## src/rtl/tmu_meshfetch.sv

```systemverilog
// Purpose : Wishbone read master that walks the PFPU vertex mesh in raster order and streams (x,y,d1,d2) points.
// Latency : start -> first point valid 3 cycles with a zero-wait slave; sustained 1 point per 2 bus cycles.
// Backpressure: at most two points buffered (output + hold); bus goes idle until the output slot frees.
//
// Ports:
//   sys_clk/sys_rst            clock, async active-high reset
//   start, mesh_base, hmesh_last, vmesh_last   control; config sampled on an accepted start
//   busy, irq                  status; irq pulses once the last point has been taken downstream
//   wbm_*                      Wishbone classic read master (we=0, sel=1111)
//   pipe_stb_o/pipe_ack_i      point handshake; x_o, y_o, d1_o, d2_o carry the point
module tmu_meshfetch (
    input  logic        sys_clk,
    input  logic        sys_rst,
    input  logic        start,
    input  logic [28:0] mesh_base,
    input  logic [6:0]  hmesh_last,
    input  logic [6:0]  vmesh_last,
    output logic        busy,
    output logic        irq,
    output logic [31:0] wbm_adr_o,
    output logic        wbm_cyc_o,
    output logic        wbm_stb_o,
    output logic        wbm_we_o,
    output logic [3:0]  wbm_sel_o,
    input  logic [31:0] wbm_dat_i,
    input  logic        wbm_ack_i,
    output logic        pipe_stb_o,
    input  logic        pipe_ack_i,
    output logic [6:0]  x_o,
    output logic [6:0]  y_o,
    output logic [31:0] d1_o,
    output logic [31:0] d2_o
);

    typedef enum logic [2:0] {
        S_IDLE   = 3'd0,
        S_FETCH0 = 3'd1,
        S_FETCH1 = 3'd2,
        S_WAIT   = 3'd3,
        S_DRAIN  = 3'd4
    } state_t;

    state_t      state_q, state_d;
    logic [28:0] base_q, base_d;
    logic [6:0]  hlast_q, hlast_d;
    logic [6:0]  vlast_q, vlast_d;
    logic [6:0]  x_q, x_d;
    logic [6:0]  y_q, y_d;
    logic [31:0] hold_d1_q, hold_d1_d;
    logic [31:0] hold_d2_q, hold_d2_d;
    logic [6:0]  out_x_q, out_x_d;
    logic [6:0]  out_y_q, out_y_d;
    logic [31:0] out_d1_q, out_d1_d;
    logic [31:0] out_d2_q, out_d2_d;
    logic        out_stb_q, out_stb_d;

    logic        slot_free;
    logic        last_pt;
    logic        load;
    logic [31:0] pt_adr;

    // The point being fetched is always (x_q, y_q); x/y only advance once that
    // point has moved into the output register, so hold needs no coordinates.
    assign pt_adr    = {base_q, 3'b000} + {15'd0, y_q, x_q, 3'b000};
    assign slot_free = !out_stb_q || pipe_ack_i;
    assign last_pt   = (x_q == hlast_q) && (y_q == vlast_q);

    always_comb begin
        state_d   = state_q;
        base_d    = base_q;
        hlast_d   = hlast_q;
        vlast_d   = vlast_q;
        x_d       = x_q;
        y_d       = y_q;
        hold_d1_d = hold_d1_q;
        hold_d2_d = hold_d2_q;
        out_x_d   = out_x_q;
        out_y_d   = out_y_q;
        out_d1_d  = out_d1_q;
        out_d2_d  = out_d2_q;
        out_stb_d = out_stb_q;
        load      = 1'b0;

        case (state_q)
            S_IDLE: begin
                if (start) begin
                    base_d  = mesh_base;
                    hlast_d = hmesh_last;
                    vlast_d = vmesh_last;
                    x_d     = 7'd0;
                    y_d     = 7'd0;
                    state_d = S_FETCH0;
                end
            end
            S_FETCH0: begin
                if (wbm_ack_i) begin
                    hold_d1_d = wbm_dat_i;
                    state_d   = S_FETCH1;
                end
            end
            S_FETCH1: begin
                if (wbm_ack_i) begin
                    if (slot_free) begin
                        load     = 1'b1;
                        out_d2_d = wbm_dat_i;
                    end else begin
                        hold_d2_d = wbm_dat_i;
                        state_d   = S_WAIT;
                    end
                end
            end
            S_WAIT: begin
                if (slot_free) begin
                    load     = 1'b1;
                    out_d2_d = hold_d2_q;
                end
            end
            S_DRAIN: begin
                // DRAIN is only entered right after loading the last point, so an
                // empty output register means that point has been taken.
                if (!out_stb_q) begin
                    state_d = S_IDLE;
                end
            end
            default: state_d = S_IDLE;
        endcase

        if (load) begin
            out_x_d   = x_q;
            out_y_d   = y_q;
            out_d1_d  = hold_d1_q;
            out_stb_d = 1'b1;
            if (last_pt) begin
                state_d = S_DRAIN;
            end else begin
                state_d = S_FETCH0;
                if (x_q == hlast_q) begin
                    x_d = 7'd0;
                    y_d = y_q + 7'd1;
                end else begin
                    x_d = x_q + 7'd1;
                end
            end
        end else if (pipe_ack_i) begin
            out_stb_d = 1'b0;
        end
    end

    always_ff @(posedge sys_clk or posedge sys_rst) begin
        if (sys_rst) begin
            state_q   <= S_IDLE;
            base_q    <= 29'd0;
            hlast_q   <= 7'd0;
            vlast_q   <= 7'd0;
            x_q       <= 7'd0;
            y_q       <= 7'd0;
            hold_d1_q <= 32'd0;
            hold_d2_q <= 32'd0;
            out_x_q   <= 7'd0;
            out_y_q   <= 7'd0;
            out_d1_q  <= 32'd0;
            out_d2_q  <= 32'd0;
            out_stb_q <= 1'b0;
        end else begin
            state_q   <= state_d;
            base_q    <= base_d;
            hlast_q   <= hlast_d;
            vlast_q   <= vlast_d;
            x_q       <= x_d;
            y_q       <= y_d;
            hold_d1_q <= hold_d1_d;
            hold_d2_q <= hold_d2_d;
            out_x_q   <= out_x_d;
            out_y_q   <= out_y_d;
            out_d1_q  <= out_d1_d;
            out_d2_q  <= out_d2_d;
            out_stb_q <= out_stb_d;
        end
    end

    // Bus signals decode straight from state so reset drops them without a clock.
    always_comb begin
        wbm_adr_o = 32'd0;
        case (state_q)
            S_FETCH0: wbm_adr_o = pt_adr;
            S_FETCH1: wbm_adr_o = pt_adr + 32'd4;
            default:  wbm_adr_o = 32'd0;
        endcase
    end

    assign wbm_cyc_o  = (state_q == S_FETCH0) || (state_q == S_FETCH1);
    assign wbm_stb_o  = wbm_cyc_o;
    assign wbm_we_o   = 1'b0;
    assign wbm_sel_o  = 4'b1111;
    assign busy       = (state_q != S_IDLE);
    assign irq        = (state_q == S_DRAIN) && !out_stb_q;
    assign pipe_stb_o = out_stb_q;
    assign x_o        = out_x_q;
    assign y_o        = out_y_q;
    assign d1_o       = out_d1_q;
    assign d2_o       = out_d2_q;

endmodule

```

## config.mk

```make
export PLATFORM = sky130hd
export DESIGN_NAME = tmu_meshfetch
export DESIGN_NICKNAME = d
export VERILOG_FILES = /design/src/rtl/tmu_meshfetch.sv
export SDC_FILE = /design/constraint.sdc
export NUM_CORES = 1
export LEC_CHECK = 0
export CORE_ASPECT_RATIO = 1.25
export CORE_MARGIN = 5
export CORE_UTILIZATION = 40
export CTS_BUF_LIST = sky130_fd_sc_hd__clkbuf_4 sky130_fd_sc_hd__clkbuf_8 sky130_fd_sc_hd__clkbuf_16
export DETAILED_ROUTE_END_ITERATION = 10
export GPL_TIMING_DRIVEN = 0
export PLACE_DENSITY_LB_ADDON = 0.1
export SLEW_MARGIN = 20
export SYNTH_ARGS = -nofsm -noshare
export SYNTH_HDL_FRONTEND = slang
export SYNTH_SLANG_ARGS = --single-unit
```

## constraint.sdc

```tcl
create_clock -name sys_clk -period 14.55 [get_ports sys_clk]
set_input_delay 1.455 -clock sys_clk [delete_from_list [all_inputs] [get_ports sys_clk]]
set_output_delay 1.455 -clock sys_clk [all_outputs]
set_load 0.01 [all_outputs]
```

Yosys cells after proc, flatten, opt, wreduce, memory -nomap -nowiden
Index checks and enable logic that the tools add are counted.

word-level totals
  input port bits = 80
  output and inout bits = 120
  bits in registers = 203

operators by class
  reduce and logical (&&, ||, !) cells = 14
  mux-type cells = 28
  bitwise gates (word level) = 1
  eq/ne operators = 15
  $add $sub $neg = 4

operator list
  cell                                                             number
  32-bit one-hot mux with 2 select lines                           2
  32-bit 2-to-1 mux                                                3
  7-bit 2-to-1 mux                                                 10
  32-bit by 17-bit adder with 32-bit output                        1
  32-bit by 3-bit adder with 32-bit output, second input constant  1
  3-bit 2-to-1 mux                                                 7
  3-bit != test, second input constant                             5
  3-bit one-hot mux with 5 select lines                            1
  7-bit by 1-bit adder with 7-bit output, second input constant    2
  7-bit == test                                                    2
  2-bit != test, second input constant                             4
  3-bit by 2-bit == test with 1-bit output, second input constant  2
  6-bit AND reduction                                              1
  1-bit 2-to-1 mux                                                 4
  2-bit AND reduction                                              2
  4-bit AND reduction                                              1
  2-bit nonzero test                                               2
  3-bit by 1-bit == test with 1-bit output, second input constant  1
  3-bit == test, second input constant                             1
  3-bit logical NOT                                                1
  3-bit AND reduction                                              1
  3-bit nonzero test                                               1
  1-bit logical AND                                                2
  1-bit logical OR                                                 2
  3 further kinds                                                  3

Longest topological paths before layout
  word-level depth = 7
  mapped depth = 10
  depth with buffers taken out = 9

Least setup slack after synthesis
No wires, ideal clock.

  kind = register to output
  start = reg x_q[0]
  end = out wbm_adr_o[23]
  arrival time = 2.453 ns
  path buffers = 1
  cell stages (with the launch flop) = 11
  path slack = 10.642 ns
  required time = 13.095 ns
  path through = dfrtp_1 -> ha_1 -> inv_1 -> fa_1 -> nand2b_1 -> a21oi_2 -> o2111ai_2 -> a21o_1 -> buf_2 -> or3_1 -> a21oi_1

on the way
  cells in the longest elaborated chain, start to end = 3

RTL lines
  what                                           RTL line  RTL
  from (decl)                                    47        logic [6:0] x_q, x_d;
  from (signal assigned)                         155       x_q <= 7'd0;
  from (signal assigned)                         169       x_q <= x_d;
  32-bit by 17-bit adder with 32-bit output (*)  64        assign pt_adr = {base_q, 3'b000} + {15'd0, y_q, x_q, 3'b000};
  32-bit by 3-bit adder with 32-bit output       186       S_FETCH1: wbm_adr_o = pt_adr + 32'd4;
  32-bit one-hot mux with 2 select lines (*)     184       case (state_q)
  to (decl)                                      20        output logic [31:0] wbm_adr_o,

Mark *: on every way between the ends. The rest lies on a longest branch, timed or not.

Final worst setup path
  start = reg x_q[0]
  end = out wbm_adr_o[25]

Same word-level chain as after synthesis.

==> summary.md <==
| Metric | Value |
|---|---|
| Switching Fraction | `0.3496` |
| WP data required | `13.10 ns` |
| Die span in x | `147.3 um` |
| Worst-case clock buffer depth | `3` |
| Post-Route WL | `25.38 mm` |
| Combinational power share | `0.407` |
| Mean Syn Cell Area | `9.865 um2` |
| DRC viols | `0` |
| CP endpoint kind | `output pin` |
| Initial DRC Count | `282` |
| Outcome | `complete, no violations` |
| Post-Route Skew | `0.01042 ns` |
| Mapped Cells | `955` |
| Final hold violations | `0` |
| Largest net degree at the start of global routing | `73` |
| Area share of the leading cell type in the synthesized netlist | `0.5392` |
| Min cycle time layout | `5.339 ns` |
| Synth cell count leaders | `319 x nand2_1, 203 x dfrtp_1, 47 x mux2_2, 37 x mux2i_1, 32 x a21oi_1` |
| Synth cell types | `50` |
| Initial antenna violation count | `0` |
| Worst reg-to-reg path cell count | `8` |
| Highest routed metal layer | `met4` |
| Final Cell Area | `12,630 um2` |
| Antenna diodes | `0` |
| Post-route ant nets | `0` |
| #FFs+latches synth | `203` |
| Synth top area cells | `dfrtp_1 54%, nand2_1 13%, mux2_2 5.6%` |
| RePlAce Congestion | `0.8337` |
| Max-slew headroom | `0.4902` |
| Cell Area, Synth | `9422 um2` |
| FF/Latch Area | `5080 um2` |
| Max Fclk | `187.3 MHz` |
| Port bufs | `192` |
| Per-cell routed wire length | `17.11 um` |
| Die height | `181.6 um` |
| Dpl hpwl | `18.53 mm` |
| CP arrival | `3.88 ns` |
| Setup_tns | `0 ns` |
| Area occupied by multi-input gates | `4068 um2` |
| RSZ-0062 raised after global routing | `no` |
| Setup crit start | `x_q[0]` |
| First-pass GRT wire length | `41.01 mm` |
| Met3 routed WL | `1.476 mm` |
| Placement Cell Area | `11,790 um2` |
| Top-count cell post-synth | `nand2_1` |
| Drt via density | `4.930` |
| RR Startpoint | `state_q[0]` |
| Total internal power | `1.740 mW` |
| Remaining global-route overflow | `0` |
| CP max FO | `10` |
| Ys Warns | `0` |
| Layout cells sized above 1 | `0.1029` |
| Max Cap Viol | `0` |
| PostCTS Resize Cnt | `0` |
| Routed met1 length | `10.48 mm` |
| Clock network fraction of total power | `0.236` |
| Synth async-reset ratio | `1.000` |
| Reg clk slew, reported paths | `0.06 ns` |
| Crit path to | `wbm_adr_o[25]` |
| CP startpoint kind | `register` |
| Sequential share of the synthesized area | `0.5392` |
| Initial Utilization | `0.4076` |
| Die ar. | `26,740 um2` |
| Final period utilization | `0.3669` |
| Vias in the first global route | `7,606` |
| Top_reg_cell synth | `dfrtp_1` |
| Overall routing resource usage | `0.1885` |
| Post-CTS Setup Bufs | `0` |
| FP Rows | `62` |
| Net switching power | `935.2 uW` |
| CTS tree | `yes` |
| Crit Path Category | `register to output pin` |
| Pwr dens | `211.8 nW/um2` |
| CTS Sinks | `203` |
| Worst flop-to-flop path endpoint | `d2_o[21]` |
| CORE AREA | `23,120 um2` |
| Vias | `7,311` |
| Worst-Margin Slew | `0.7588 ns` |
| Reg2reg setup slack | `12.09 ns` |
| TritonCTS Buffers | `24` |
| Area grow syn2layout | `34.06%` |
| Clk_lat worst skew | `0.50 ns` |
| # fillers | `2,127` |
| DRT Pass-1 Iters | `5` |
| Cts hold-fix bufs | `0` |
| Worst hold path type | `register to register` |
| Pins Over Slew Limit | `0` |
| Peak supply drop | `103.9 uV` |
| Final setup fails | `0` |
| Top Ports | `200` |
| Post-synth EDFFs | `0` |
| Synth area leader | `dfrtp_1` |
| Met2 WL | `12.93 mm` |
| Max H-tree Level | `1` |
| Nets@finish | `1,277` |
| Flop pwr share | `0.358` |
| Leakage dissipation | `6.085 nW` |
| CTS root buf | `clkbuf_16` |
power groups by stage:
| stage | logic, mW | registers, mW | clock network (mW) |
|---|---|---|---|
| 3_5_place_dp | 1.11 | 0.965 | 0 |
| 4_1_cts | 1.11 | 0.960 | 0.648 |
| 6_report | 1.09 | 0.957 | 0.631 |
| 3_3_place_gp | 1.09 | 0.963 | 0 |
| 2_1_floorplan | 0.579 | 0.971 | 0 |
| 5_1_grt | 1.21 | 0.991 | 0.673 |
worst max-delay path, stage by stage, from the launching register on:
cell	delay (ns)
dfrtp_1	0.52
ha_1	0.28
inv_1	0.07
fa_1	0.40
nand2b_1	0.20
a21oi_2	0.19
o2111ai_2	0.24
a21o_1	0.24
buf_2	0.18
or4_1	0.47
nand2_1	0.09
clkdlybuf4s50_1	0.53
layout by cell type (no fill, tap or decap), types with 7 or more instances in the layout:
master           count
inv_1                9
clkdlybuf4s50_1    192
mux2i_1             37
o21ai_1             30
buf_2               15
a21oi_1             32
o21ai_0             21
clkbuf_16           25
conb_1               7
nand2b_1             9
ha_1                16
xor2_1              17
dfrtp_1            203
buf_4                8
mux2_2              47
mux2_1              17
nand3_1             15
nor3_1              10
xnor2_1             17
or3_1                9
nand2_1            319
clkbuf_1            25
nor2_1              27
buf_1                7
area by class of cell:
class                   instances  area share
flip-flops and latches        203      0.4022
multi-input cells             692      0.3220
repair buffers                194      0.1565
clock buffers                  35     0.05844
well taps                     288     0.02853
plain buffers                  55     0.02021
clock inverters                 6    0.008519
inverters                      10    0.003566
metrics by stage:
stage	utilization	total power, mW	worst slack [ns]	hold slack (ns)	cells
after floorplan	-	1.550	7.556	0.4315	960
after global placement	0.5071	2.054	4.591	0.4394	1440
after detailed placement	0.5098	2.073	9.723	0.4491	1442
after CTS	0.5464	2.721	9.178	0.4625	1483
after global routing	0.5464	2.876	9.028	0.4878	1483
final	0.5464	2.675	9.211	0.4584	1483
routing by layer:
layer / vias to the layer above / GRT usage
li1: 3619 / -
met1: 3495 / 0.2335
met2: 158 / 0.3358
met3: 39 / 0.04239
met4: 0 / 0.04327
met5: - / 0
flip-flops by register name (all words and copies together), names as in the netlist:
register,count
d1_o,32
d2_o,32
hold_d1_q,32
hold_d2_q,32
base_q,29
hlast_q,7
vlast_q,7
x_o,7
x_q,7
y_o,7
y_q,7
state_q,3
pipe_stb_o,1
worst min path at each step:
stage / start / end / slack (ns) / cells after the start
floorplan: hold_d1_q[12] / d1_o[12] / 0.43 / 2
global placement: hold_d1_q[3] / d1_o[3] / 0.44 / 2
detailed placement: hold_d1_q[3] / d1_o[3] / 0.45 / 2
CTS: hold_d1_q[3] / d1_o[3] / 0.46 / 2
global route: hold_d1_q[6] / d1_o[6] / 0.49 / 2
finish: hold_d1_q[8] / d1_o[8] / 0.46 / 2
cell families (layout without fill, tap and decap cells):
group,count (synthesis),in the layout,share of synthesized area
adders and majority gates,17,17,0.02337
and+or+nand+nor,424,424,0.1912
buffers and inverters,65,300,0.03108
DFF,203,203,0.5392
other,2,7,0.0007971
muxes,101,101,0.1158
xor gates and xnor gates,34,34,0.03161
AOI/OAI and AO/OA,109,109,0.06693
No activity file was read; power rests on OpenSTA's default activity.
